<file path="src/rtl/pong_game_engine_if.sv">
`default_nettype none
// +--------------------------------------------------------------------------+
// | Module   : pong_game_engine_if                                           |
// | Purpose  : Bundles the frame sync, player controls and the game-state    |
// |            outputs of the Pong engine.                                   |
// | Ports    : master - timing/input side (drives iVS and controls, reads    |
// |                     positions, scores and status)                        |
// |            slave  - the game engine                                      |
// | Revision : 1.0  initial release                                          |
// +--------------------------------------------------------------------------+
interface pong_game_engine_if #(
   parameter int CW      = 10,
   parameter int SCORE_W = 4
);
   logic               iVS;
   logic               w_in;
   logic               s_in;
   logic               o_in;
   logic               l_in;
   logic               pause_in;
   logic               restart_in;
   logic [CW-1:0]      paddle_l_y;
   logic [CW-1:0]      paddle_r_y;
   logic [CW-1:0]      ball_x;
   logic [CW-1:0]      ball_y;
   logic [SCORE_W-1:0] score_l;
   logic [SCORE_W-1:0] score_r;
   logic [1:0]         state;
   logic               winner;
   logic [3:0]         ball_speed;

   modport master (
      output iVS, w_in, s_in, o_in, l_in, pause_in, restart_in,
      input  paddle_l_y, paddle_r_y, ball_x, ball_y,
             score_l, score_r, state, winner, ball_speed
   );

   modport slave (
      input  iVS, w_in, s_in, o_in, l_in, pause_in, restart_in,
      output paddle_l_y, paddle_r_y, ball_x, ball_y,
             score_l, score_r, state, winner, ball_speed
   );
endinterface
`default_nettype wire

</file>
<file path="src/rtl/pong_game_engine.sv">
`default_nettype none
// +--------------------------------------------------------------------------+
// | Module   : pong_game_engine                                              |
// | Purpose  : Pong game state. Advances paddles and ball once per video     |
// |            frame on the rising edge of vertical sync, with serve, play   |
// |            and game-over states, pause, restart and ball speed-up.       |
// | Ports    : iVGA_CLK - pixel clock, all state on its rising edge          |
// |            iRST_n   - asynchronous active-low reset                      |
// |            bus      - slave side: iVS, paddle controls, pause, restart   |
// |                       in; paddle/ball positions, scores, state, winner,  |
// |                       ball speed out (all registered)                    |
// | Revision : 1.0  initial release                                          |
// +--------------------------------------------------------------------------+
module pong_game_engine #(
   parameter int SCREEN_W        = 640,
   parameter int SCREEN_H        = 480,
   parameter int CW              = 10,
   parameter int BALL_SIZE       = 10,
   parameter int PADDLE_W        = 10,
   parameter int PADDLE_H        = 40,
   parameter int PAD_L_X         = 20,
   parameter int PAD_R_X         = 610,
   parameter int PADDLE_SPEED    = 4,
   parameter int BALL_SPEED_INIT = 3,
   parameter int BALL_SPEED_MAX  = 8,
   parameter int SERVE_FRAMES    = 60,
   parameter int SCORE_W         = 4,
   parameter int WIN_SCORE       = 5
) (
   input  logic              iVGA_CLK,
   input  logic              iRST_n,
   pong_game_engine_if.slave bus
);

   localparam int SCNT_W = (SERVE_FRAMES > 1) ? $clog2(SERVE_FRAMES) : 1;

   // Geometry is held one bit wider than coordinates so sums never wrap.
   localparam logic [CW:0] c_pspd    = (CW+1)'(PADDLE_SPEED);
   localparam logic [CW:0] c_pad_max = (CW+1)'(SCREEN_H - PADDLE_H);
   localparam logic [CW:0] c_pad_ctr = (CW+1)'((SCREEN_H - PADDLE_H) / 2);
   localparam logic [CW:0] c_bs      = (CW+1)'(BALL_SIZE);
   localparam logic [CW:0] c_pw      = (CW+1)'(PADDLE_W);
   localparam logic [CW:0] c_ph      = (CW+1)'(PADDLE_H);
   localparam logic [CW:0] c_pl_x    = (CW+1)'(PAD_L_X);
   localparam logic [CW:0] c_pr_x    = (CW+1)'(PAD_R_X);
   localparam logic [CW:0] c_l_edge  = (CW+1)'(PAD_L_X + PADDLE_W);
   localparam logic [CW:0] c_r_edge  = (CW+1)'(PAD_R_X - BALL_SIZE);
   localparam logic [CW:0] c_scr_w   = (CW+1)'(SCREEN_W);
   localparam logic [CW:0] c_scr_h   = (CW+1)'(SCREEN_H);
   localparam logic [CW:0] c_bx_ctr  = (CW+1)'((SCREEN_W - BALL_SIZE) / 2);
   localparam logic [CW:0] c_by_ctr  = (CW+1)'((SCREEN_H - BALL_SIZE) / 2);
   localparam logic [CW:0] c_by_max  = (CW+1)'(SCREEN_H - BALL_SIZE);
   localparam logic [3:0]  c_spd_ini = 4'(BALL_SPEED_INIT);
   localparam logic [3:0]  c_spd_max = 4'(BALL_SPEED_MAX);
   localparam logic [SCORE_W-1:0] c_win        = SCORE_W'(WIN_SCORE);
   localparam logic [SCNT_W-1:0]  c_serve_last = SCNT_W'(SERVE_FRAMES - 1);

   typedef enum logic [1:0] {
      ST_SERVE = 2'b00,
      ST_PLAY  = 2'b01,
      ST_OVER  = 2'b10
   } state_t;

   state_t             state_q;
   logic [CW-1:0]      paddle_l_q, paddle_r_q, paddle_l_d, paddle_r_d;
   logic [CW-1:0]      ball_x_q, ball_y_q;
   logic [SCORE_W-1:0] score_l_q, score_r_q;
   logic [3:0]         speed_q;
   logic [SCNT_W-1:0]  serve_cnt_q;
   logic               winner_q;
   logic               dir_x_q;      // 1: moving right
   logic               dir_y_q;      // 1: moving down
   logic               last_vs_q;

   logic               w_tick;
   logic [CW:0]        w_bx, w_by, w_pl, w_pr, w_spd;
   logic               w_hit_l, w_hit_r, w_miss_l, w_miss_r, w_point;
   logic               w_bounce_top, w_bounce_bot;
   logic [3:0]         w_spd_up;
   logic [SCORE_W-1:0] w_score_l_nx, w_score_r_nx;

   // Up/down move with clamping; both buttons together cancel.
   function automatic logic [CW-1:0] paddle_next(input logic [CW-1:0] y,
                                                 input logic up,
                                                 input logic dn);
      logic [CW:0] ye;
      ye = {1'b0, y};
      if (up && !dn)
         return (ye >= c_pspd) ? CW'(ye - c_pspd) : '0;
      else if (dn && !up)
         return ((ye + c_pspd) <= c_pad_max) ? CW'(ye + c_pspd) : CW'(c_pad_max);
      else
         return y;
   endfunction

   assign paddle_l_d = paddle_next(paddle_l_q, bus.w_in, bus.s_in);
   assign paddle_r_d = paddle_next(paddle_r_q, bus.o_in, bus.l_in);

   assign w_tick = bus.iVS & ~last_vs_q;
   assign w_bx   = {1'b0, ball_x_q};
   assign w_by   = {1'b0, ball_y_q};
   assign w_pl   = {1'b0, paddle_l_q};
   assign w_pr   = {1'b0, paddle_r_q};
   assign w_spd  = (CW+1)'(speed_q);

   assign w_hit_l = !dir_x_q && (w_bx <= c_l_edge) && (w_bx + c_bs > c_pl_x)
                    && (w_by + c_bs > w_pl) && (w_by < w_pl + c_ph);
   assign w_hit_r = dir_x_q && (w_bx + c_bs >= c_pr_x) && (w_bx < c_pr_x + c_pw)
                    && (w_by + c_bs > w_pr) && (w_by < w_pr + c_ph);
   assign w_miss_l = !dir_x_q && (w_bx < w_spd);
   assign w_miss_r =  dir_x_q && (w_bx + c_bs + w_spd > c_scr_w);
   // A paddle hit takes precedence over a miss in the same frame.
   assign w_point  = !w_hit_l && !w_hit_r && (w_miss_l || w_miss_r);

   assign w_bounce_top = !dir_y_q && (w_by < w_spd);
   assign w_bounce_bot =  dir_y_q && (w_by + c_bs + w_spd > c_scr_h);

   assign w_spd_up     = (speed_q >= c_spd_max) ? c_spd_max : speed_q + 4'd1;
   assign w_score_l_nx = score_l_q + SCORE_W'(1);
   assign w_score_r_nx = score_r_q + SCORE_W'(1);

   always_ff @(posedge iVGA_CLK or negedge iRST_n) begin
      if (!iRST_n) begin
         state_q     <= ST_SERVE;
         paddle_l_q  <= CW'(c_pad_ctr);
         paddle_r_q  <= CW'(c_pad_ctr);
         ball_x_q    <= CW'(c_bx_ctr);
         ball_y_q    <= CW'(c_by_ctr);
         score_l_q   <= '0;
         score_r_q   <= '0;
         speed_q     <= c_spd_ini;
         serve_cnt_q <= '0;
         winner_q    <= 1'b0;
         dir_x_q     <= 1'b1;
         dir_y_q     <= 1'b1;
         last_vs_q   <= 1'b1;   // sync already high at release is not a frame start
      end else begin
         last_vs_q <= bus.iVS;
         if (w_tick && !bus.pause_in) begin
            unique case (state_q)
               ST_SERVE: begin
                  paddle_l_q <= paddle_l_d;
                  paddle_r_q <= paddle_r_d;
                  if (serve_cnt_q == c_serve_last) begin
                     serve_cnt_q <= '0;
                     state_q     <= ST_PLAY;
                  end else begin
                     serve_cnt_q <= serve_cnt_q + SCNT_W'(1);
                  end
               end
               ST_PLAY: begin
                  paddle_l_q <= paddle_l_d;
                  paddle_r_q <= paddle_r_d;
                  if (w_point) begin
                     ball_x_q <= CW'(c_bx_ctr);
                     ball_y_q <= CW'(c_by_ctr);
                     speed_q  <= c_spd_ini;
                     // Next serve heads toward whoever conceded.
                     dir_x_q  <= w_miss_r;
                     if (w_miss_l) begin
                        score_r_q <= w_score_r_nx;
                        winner_q  <= 1'b1;
                        state_q   <= (w_score_r_nx == c_win) ? ST_OVER : ST_SERVE;
                     end else begin
                        score_l_q <= w_score_l_nx;
                        winner_q  <= 1'b0;
                        state_q   <= (w_score_l_nx == c_win) ? ST_OVER : ST_SERVE;
                     end
                  end else begin
                     if (w_hit_l) begin
                        ball_x_q <= CW'(c_l_edge);
                        dir_x_q  <= 1'b1;
                        speed_q  <= w_spd_up;
                     end else if (w_hit_r) begin
                        ball_x_q <= CW'(c_r_edge);
                        dir_x_q  <= 1'b0;
                        speed_q  <= w_spd_up;
                     end else begin
                        ball_x_q <= dir_x_q ? CW'(w_bx + w_spd) : CW'(w_bx - w_spd);
                     end
                     if (w_bounce_top) begin
                        ball_y_q <= '0;
                        dir_y_q  <= 1'b1;
                     end else if (w_bounce_bot) begin
                        ball_y_q <= CW'(c_by_max);
                        dir_y_q  <= 1'b0;
                     end else begin
                        ball_y_q <= dir_y_q ? CW'(w_by + w_spd) : CW'(w_by - w_spd);
                     end
                  end
               end
               ST_OVER: begin
                  if (bus.restart_in) begin
                     score_l_q   <= '0;
                     score_r_q   <= '0;
                     speed_q     <= c_spd_ini;
                     ball_x_q    <= CW'(c_bx_ctr);
                     ball_y_q    <= CW'(c_by_ctr);
                     dir_x_q     <= 1'b1;
                     serve_cnt_q <= '0;
                     state_q     <= ST_SERVE;
                  end
               end
               default: state_q <= ST_SERVE;
            endcase
         end
      end
   end

   assign bus.paddle_l_y = paddle_l_q;
   assign bus.paddle_r_y = paddle_r_q;
   assign bus.ball_x     = ball_x_q;
   assign bus.ball_y     = ball_y_q;
   assign bus.score_l    = score_l_q;
   assign bus.score_r    = score_r_q;
   assign bus.state      = state_q;
   assign bus.winner     = winner_q;
   assign bus.ball_speed = speed_q;

endmodule
`default_nettype wire

</file>
<file path="src/flat_wrapper.sv">
// flat-port wrapper written by rule: the top's interface ports become plain ports
module pong_game_engine_flat 
#(
   parameter int SCREEN_W        = 640,
   parameter int SCREEN_H        = 480,
   parameter int CW              = 10,
   parameter int BALL_SIZE       = 10,
   parameter int PADDLE_W        = 10,
   parameter int PADDLE_H        = 40,
   parameter int PAD_L_X         = 20,
   parameter int PAD_R_X         = 610,
   parameter int PADDLE_SPEED    = 4,
   parameter int BALL_SPEED_INIT = 3,
   parameter int BALL_SPEED_MAX  = 8,
   parameter int SERVE_FRAMES    = 60,
   parameter int SCORE_W         = 4,
   parameter int WIN_SCORE       = 5
)
  (iVGA_CLK, iRST_n, bus_iVS, bus_w_in, bus_s_in, bus_o_in, bus_l_in, bus_pause_in, bus_restart_in, bus_paddle_l_y, bus_paddle_r_y, bus_ball_x, bus_ball_y, bus_score_l, bus_score_r, bus_state, bus_winner, bus_ball_speed);
  pong_game_engine_if #(.CW(CW), .SCORE_W(SCORE_W)) bus_i ();
  input  logic iVGA_CLK;
  input  logic iRST_n;
  input wire logic [$bits(bus_i.iVS)-1:0] bus_iVS;
  input wire logic [$bits(bus_i.w_in)-1:0] bus_w_in;
  input wire logic [$bits(bus_i.s_in)-1:0] bus_s_in;
  input wire logic [$bits(bus_i.o_in)-1:0] bus_o_in;
  input wire logic [$bits(bus_i.l_in)-1:0] bus_l_in;
  input wire logic [$bits(bus_i.pause_in)-1:0] bus_pause_in;
  input wire logic [$bits(bus_i.restart_in)-1:0] bus_restart_in;
  output wire logic [$bits(bus_i.paddle_l_y)-1:0] bus_paddle_l_y;
  output wire logic [$bits(bus_i.paddle_r_y)-1:0] bus_paddle_r_y;
  output wire logic [$bits(bus_i.ball_x)-1:0] bus_ball_x;
  output wire logic [$bits(bus_i.ball_y)-1:0] bus_ball_y;
  output wire logic [$bits(bus_i.score_l)-1:0] bus_score_l;
  output wire logic [$bits(bus_i.score_r)-1:0] bus_score_r;
  output wire logic [$bits(bus_i.state)-1:0] bus_state;
  output wire logic [$bits(bus_i.winner)-1:0] bus_winner;
  output wire logic [$bits(bus_i.ball_speed)-1:0] bus_ball_speed;
  assign bus_i.iVS = bus_iVS;
  assign bus_i.w_in = bus_w_in;
  assign bus_i.s_in = bus_s_in;
  assign bus_i.o_in = bus_o_in;
  assign bus_i.l_in = bus_l_in;
  assign bus_i.pause_in = bus_pause_in;
  assign bus_i.restart_in = bus_restart_in;
  assign bus_paddle_l_y = bus_i.paddle_l_y;
  assign bus_paddle_r_y = bus_i.paddle_r_y;
  assign bus_ball_x = bus_i.ball_x;
  assign bus_ball_y = bus_i.ball_y;
  assign bus_score_l = bus_i.score_l;
  assign bus_score_r = bus_i.score_r;
  assign bus_state = bus_i.state;
  assign bus_winner = bus_i.winner;
  assign bus_ball_speed = bus_i.ball_speed;
  pong_game_engine #(.SCREEN_W(SCREEN_W), .SCREEN_H(SCREEN_H), .CW(CW), .BALL_SIZE(BALL_SIZE), .PADDLE_W(PADDLE_W), .PADDLE_H(PADDLE_H), .PAD_L_X(PAD_L_X), .PAD_R_X(PAD_R_X), .PADDLE_SPEED(PADDLE_SPEED), .BALL_SPEED_INIT(BALL_SPEED_INIT), .BALL_SPEED_MAX(BALL_SPEED_MAX), .SERVE_FRAMES(SERVE_FRAMES), .SCORE_W(SCORE_W), .WIN_SCORE(WIN_SCORE)) u_core (.iVGA_CLK(iVGA_CLK), .iRST_n(iRST_n), .bus(bus_i));
endmodule
</file>
<file path="config.mk">
export PLATFORM = sky130hd
export DESIGN_NAME = pong_game_engine_flat
export DESIGN_NICKNAME = d
export VERILOG_FILES = /design/src/rtl/pong_game_engine_if.sv /design/src/rtl/pong_game_engine.sv /design/src/flat_wrapper.sv
export SDC_FILE = /design/constraint.sdc
export NUM_CORES = 1
export LEC_CHECK = 0
export BUFFER_PORTS_ARGS = -buffer_cell sky130_fd_sc_hd__clkbuf_2
export CAP_MARGIN = 20
export CORE_MARGIN = 1.5
export CORE_UTILIZATION = 65
export CTS_CLUSTER_SIZE = 28
export DETAILED_ROUTE_END_ITERATION = 8
export PLACE_DENSITY_LB_ADDON = 0.12
export SYNTH_ARGS = -nofsm -noshare
export SYNTH_HDL_FRONTEND = slang
export SYNTH_SLANG_ARGS = --single-unit
</file>
<file path="constraint.sdc">
create_clock -name iVGA_CLK -period 5.42 [get_ports iVGA_CLK]
set_input_delay 0.813 -clock iVGA_CLK [delete_from_list [all_inputs] [get_ports iVGA_CLK]]
set_output_delay 0.813 -clock iVGA_CLK [all_outputs]
set_load 0.005 [all_outputs]
</file>
Yosys cells after proc, flatten, opt, wreduce, memory -nomap -nowiden --
Index checks and enable logic that the tools add are counted.
Cells by class: reduce and logical (&&, ||, !) cells 46, order comparisons 17, muxes and demuxes 51, add/subtract/negate cells 18, bitwise operators 3, eq/ne operators 11
Operator list (number):
- $mux 10 | 18
- $mux 4 | 10
- $pmux 10 s2 | 2
- $pmux 4 s2 | 3
- $add 10x3->11 const B | 2
- $add 10x4->11 const B | 2
- $add 10x6->11 const B | 2
- $add 11x4->11 | 2
- $gt 11x10->1 | 2
- $le 11x9->1 const B | 2
- $lt 10x11->1 | 2
- $add 10x4->10 | 2
- $ge 10x3->1 const B | 2
- $lt 10x4->1 | 2
- $sub 10x3->10 const B | 2
- $sub 10x4->10 | 2
- $logic_and 1x1->1 | 19
- $reduce_and 3->1 | 5
- $add 4x1->4 const B | 3
- $mux 2 | 6
- $mux 6 | 2
- $pmux 6 s2 | 1
- $reduce_and 4->1 | 3
- $ge 11x10->1 const B | 1
- other kinds (25) | 49
Word-level totals: logic and storage cells 159, input port bits 9, output and inout port bits 55, register bits after elaboration 64

Depth between registers and ports, before layout --
depth in word-level cells 11, mapped depth 16

Worst setup path after synthesis --
No wires, ideal clock.
path type reg-to-reg, start point register u_core.ball_y_q[3], in the netlist u_core.bus.ball_y[3], end point register u_core.speed_q[0], in the netlist u_core.bus.ball_speed[0], setup time 0.085 ns, data arrival time 3.596 ns, period minus slack after synthesis 3.681 ns, stages on the path, launching flop included 15, path buffers 2, data required time 5.335 ns, setup slack 1.739 ns, cells stage by stage dfstp_2 -> clkbuf_1 -> o2111ai_1 -> nor2_1 -> xor2_1 -> ha_1 -> nand4_1 -> nor2_1 -> a2111oi_0 -> a211o_1 -> nor3b_4 -> or2_1 -> buf_6 -> o31ai_4 -> mux2_1
Between the ends: word-level cells in the longest chain between the ends 9, elaborated cells on any way between the ends 18, those cells by class add/sub (1); order compare (4); eq/ne (1); mux (3); reduce/logical (9)
RTL lines:
- start, declared | RTL line pong_game_engine.sv:66 | logic [CW-1:0] ball_x_q, ball_y_q;
- start signal, assigned | RTL line pong_game_engine.sv:128 | ball_y_q <= CW'(c_by_ctr);
- start signal, assigned | RTL line pong_game_engine.sv:156 | ball_y_q <= CW'(c_by_ctr);
- start signal, assigned | RTL line pong_game_engine.sv:185 | ball_y_q <= CW'(c_by_max);
- $add 10x4->11 | RTL line pong_game_engine.sv:107, pong_game_engine.sv:109
- $gt 11x10->1, on equally long branches | RTL line pong_game_engine.sv:107, pong_game_engine.sv:109
- $logic_and 1x1->1, on equally long branches (2 in series) | RTL line pong_game_engine.sv:107, pong_game_engine.sv:109
- $logic_not 1->1 | RTL line pong_game_engine.sv:113 | assign w_point = !w_hit_l && !w_hit_r && (w_miss_l || w_miss_r);
- $logic_and 1x1->1 (2 in series) | RTL line pong_game_engine.sv:113
- $ne 4x1->1 (no line) or $mux 4 (tied branches)
- $reduce_and 4->1 (no line) or $pmux 4 s2 (tied branches)
- end signal, assigned | RTL line pong_game_engine.sv:131 | speed_q <= c_spd_ini;
- end signal, assigned | RTL line pong_game_engine.sv:157 | speed_q <= c_spd_ini;
- end signal, assigned | RTL line pong_game_engine.sv:173 | speed_q <= w_spd_up;
- end, declared | RTL line pong_game_engine.sv:68 | logic [3:0] speed_q;
Parallel ways exist; a longest one is shown, timed or not. A chain may end at the register's enable or synchronous reset.

Worst setup path after layout --
start point register u_core.ball_y_q[1], in the netlist u_core.bus.ball_y[1], end point register u_core.score_r_q[2], in the netlist u_core.bus.score_r[2]
Between the ends: word-level cells in the longest chain between the ends 9, elaborated cells on any way between the ends 15, those cells by class add/sub (1); order compare (4); eq/ne (1); reduce/logical (9)
RTL lines:
- $add 10x4->11 | RTL line pong_game_engine.sv:107, pong_game_engine.sv:109
- $gt 11x10->1, on equally long branches | RTL line pong_game_engine.sv:107, pong_game_engine.sv:109
- $logic_and 1x1->1, on equally long branches (2 in series) | RTL line pong_game_engine.sv:107, pong_game_engine.sv:109
- $logic_not 1->1 | RTL line pong_game_engine.sv:113
- $logic_and 1x1->1 (*) (2 in series) | RTL line pong_game_engine.sv:113
- $ne 2x1->1 (no line) (*)
- $reduce_and 5->1 (no line) (*)
- end signal, assigned | RTL line pong_game_engine.sv:161 | score_r_q <= w_score_r_nx;
- end, declared | RTL line pong_game_engine.sv:67 | logic [SCORE_W-1:0] score_l_q, score_r_q;
Mark *: on every way between the ends. The rest lies on a longest branch, timed or not.

==> metrics.yaml <==
critical_path:
  r2r_slack_ps: 1270
  required_ps: 5670
  critPathLaunchType: "register"
  crit_chain: "ha_1 -> o2111ai_1 -> nor2_1 -> xor2_1 -> ha_1 -> nand4_1 -> nor2_1 -> a2111oi_0 -> a211o_1 -> nor3b_4 -> o31ai_1 -> and2_1 -> o21ai_0 -> a32o_1"
  crit_path_max_incr_delay_ps: 670
  cp-endpoint: "u_core.bus.score_r[2]$_DFFE_PN0P_"
  critPathCaptureType: "register"
  reg2reg_to: "u_core.bus.score_r[2]$_DFFE_PN0P_"
  r2r_cells: 14
  timing.rr.start: "u_core.bus.ball_y[1]$_DFFE_PN1P_"
  critPathArrivalTime_ps: 4400
  cpMaxStageDelayCell: "dfstp_2"
  crit_path_start: "u_core.bus.ball_y[1]$_DFFE_PN1P_"
  cp_max_fo: 11
  path_class: "register to register"
sta:
  holdWs_ps: 544.5
  post-route-min-period_ps: 4153
  fin_crit_sh_pct: 76.62
  slew_viol_final: 0
  final_hold_viol_count: 0
  worst_pin_slew_ps: 801.1
  setup_viol: 0
  max_slew_margin_pct: 46.01
  final.setup.tns_ps: 0
  setup_ws_ps: 1267
  rsz0062_at_grt: "false"
  fin_skew_ps: 13.02
  max_freq_mhz: 240.8
logic_synthesis:
  ys_types: 98
  yosys.area.top_type_share_pct: 14.91
  synth_seq_area_share_pct: 22.59
  synth_cells: 818
  ys.warnings.count: 0
  yosys-top-cells-area: "ha_1 (15%), dfrtp_1 (12%), dfstp_2 (10%), o21ai_0 (5.0%), nor2_1 (3.5%)"
  synth_top_flop_cell: "dfrtp_1"
  async_reset_ff_share_pct: 100.0
  synth_edf_count: 0
  ys_seq_elements: 60
  netlist_area_sq_mm: 0.006795
  syn_area_per_cell_sq_um: 8.307
  synth_top_cell_by_area: "ha_1"
clock_tree:
  holdBufCountCts: 0
  clkLatencyLatePin_ps: 360
  clk_pin_slew_worst_paths_ps: 80
  cts_root_buf: "clkbuf_8"
  cts_num_sinks: 60
  post_cts_buffers: 0
  numCtsBuffers: 9
  clock_path_buffers: 2
  cts_resized: 0
  cts_tree: "yes"
  cts_max_level: 3
layout:
  diodes: 0
  multi_input_area_sq_mm: 0.004856
  final_cell_count_no_fill: 997
  layout_commonest_cell: "ha_1"
  finalNetCount: 954
  register_area_sq_mm: 0.001535
  area_growth_pct: 7.328
  fillCellCount: 825
  final_cell_mix: "ha_1 (81), o21ai_0 (68), nor2_1 (63)"
  drive_gt1_share_pct: 15.68
floorplanning:
  io_pins: 64
  core_sq_mm: 0.01023
  initial_utilization_pct: 66.42
  die_height_um: 105.2
  die_area_sq_mm: 0.01108
  die_w_um: 105.2
  row_count: 37
global_route:
  grt_pass1_wl_um: 30610
  grt_max_degree: 61
  antenna_found_initial: 0
  gr-total-overflow: 0
  grt_pass1_vias: 6343
  track_usage_pct: 34.37
placement:
  hpwl_um: 14200
  globalplace.congestion: 1.025
  place_ws_ps: 1305
  numPortBuffers: 59
  placedCellCount: 980
route:
  vias: 6531
  wl_per_cell_um: 18.92
  vias_per_cell: 6.551
  drt-initial-drc-count: 485
  detail-route-antenna-nets: 0
  routed_wl_um: 18860
  route.detailed.drc: 0
  first_pass_iters: 5
pwr:
  power_density_mw_per_mm2: 590.9
  p_leak_nw: 3.119
  max-vdd-ir-drop_v: 0.0004225
status:
  outcome: "complete, no violations"
job:
  cap_violations: 0
worst_hold_path:
  hold_class: "register to register"
[where the power goes]
| group | switching [mW] | leakage [nW] | internal [mW] | total [mW] |
|---|---|---|---|---|
| Sequential | 0.421 | 0.684 | 0.659 | 1.08 |
| Combinational | 1.62 | 2.33 | 1.18 | 2.80 |
| Clock | 0.211 | 0.104 | 0.215 | 0.426 |
| Total | 2.25 | 3.12 | 2.06 | 4.31 |
[layer usage]
metal,vias up,track usage (%),routed length (um)
li1,3105,-,-
met1,3101,42.03,7883
met2,284,59.71,9387
met3,41,4.824,1064
met4,0,16.05,528
met5,-,0,0
[metrics by stage]
stage | cell area (sq um) | utilization (%) | total power, mW
after floorplan | 6807 | - | 3.031
after global placement | 7089 | 69.29 | 3.718
after detailed placement | 7089 | 69.29 | 3.821
after CTS | 7288 | 71.24 | 4.263
after global routing | 7293 | 71.29 | 4.693
final | 7293 | 71.29 | 4.310
[cell type report]
class                           count  share of cell area, %
Multi-Input combinational cell    665                  66.58
Sequential cell                    60                  21.05
Timing Repair Buffer               62                  4.323
Inverter                           58                  2.985
Tap cell                          136                  2.333
Clock buffer                        9                  1.698
Clock inverter                      7                  1.029
[worst min path at each step]
| stage | endpoint | cells past startpoint | from |
|---|---|---|---|
| global placement | u_core.bus.winner$_DFFE_PN0P_ | 2 | u_core.bus.winner$_DFFE_PN0P_ |
| floorplan | u_core.bus.winner$_DFFE_PN0P_ | 2 | u_core.bus.winner$_DFFE_PN0P_ |
| CTS | u_core.last_vs_q$_DFF_PN1_ | 1 | bus_iVS |
| detailed placement | u_core.bus.winner$_DFFE_PN0P_ | 2 | u_core.bus.winner$_DFFE_PN0P_ |
| global route | u_core.last_vs_q$_DFF_PN1_ | 1 | bus_iVS |
| finish | u_core.bus.winner$_DFFE_PN0P_ | 2 | u_core.bus.winner$_DFFE_PN0P_ |
[logic make-up (layout without fill, tap and decap cells)]
| logic type | Yosys count | count (layout) | share of synthesized area, % |
|---|---|---|---|
| multiplexers | 7 | 7 | 1.068 |
| XOR/XNOR | 40 | 40 | 5.358 |
| adder cells (fa/ha/maj) | 90 | 90 | 17.42 |
| AO/OA/AOI/OAI | 268 | 268 | 27.33 |
| AND/OR/NAND/NOR | 256 | 256 | 20.07 |
| buffers and inverters | 96 | 136 | 6.113 |
| flip-flops | 60 | 60 | 22.59 |
| other | 1 | 4 | 0.05519 |
[flip-flops by register name, summed over array words and instances (netlist names), 2 cells and up]
register,count
u_core.bus.ball_y,10
u_core.bus.ball_speed,4
u_core.bus.score_r,4
u_core.bus.score_l,4
u_core.bus.state,2
u_core.bus.ball_x,10
u_core.serve_cnt_q,6
u_core.bus.paddle_r_y,8
u_core.bus.paddle_l_y,8
[critical path: cells and delay by family (launching register included)]
kind,cells,cell delay (ps)
AOI/OAI and AO/OA,6,1670
and+or+nand+nor,5,790
DFF,1,670
adders and majority gates,2,640
xor gates and xnor gates,1,300
[synth_stat cells, types with 10 or more instances]
master / instances
a211oi_1: 13
a21o_1: 14
a21oi_1: 46
a31oi_1: 14
clkbuf_1: 23
dfrtp_1: 33
dfstp_2: 27
ha_1: 81
inv_1: 55
nand2_1: 59
nand2b_1: 10
nand3_1: 21
nand4_1: 15
nor2_1: 63
nor3_1: 14
nor4_1: 10
o21ai_0: 68
xnor2_1: 27
xor2_1: 12
(Power assumes the default switching activity.)
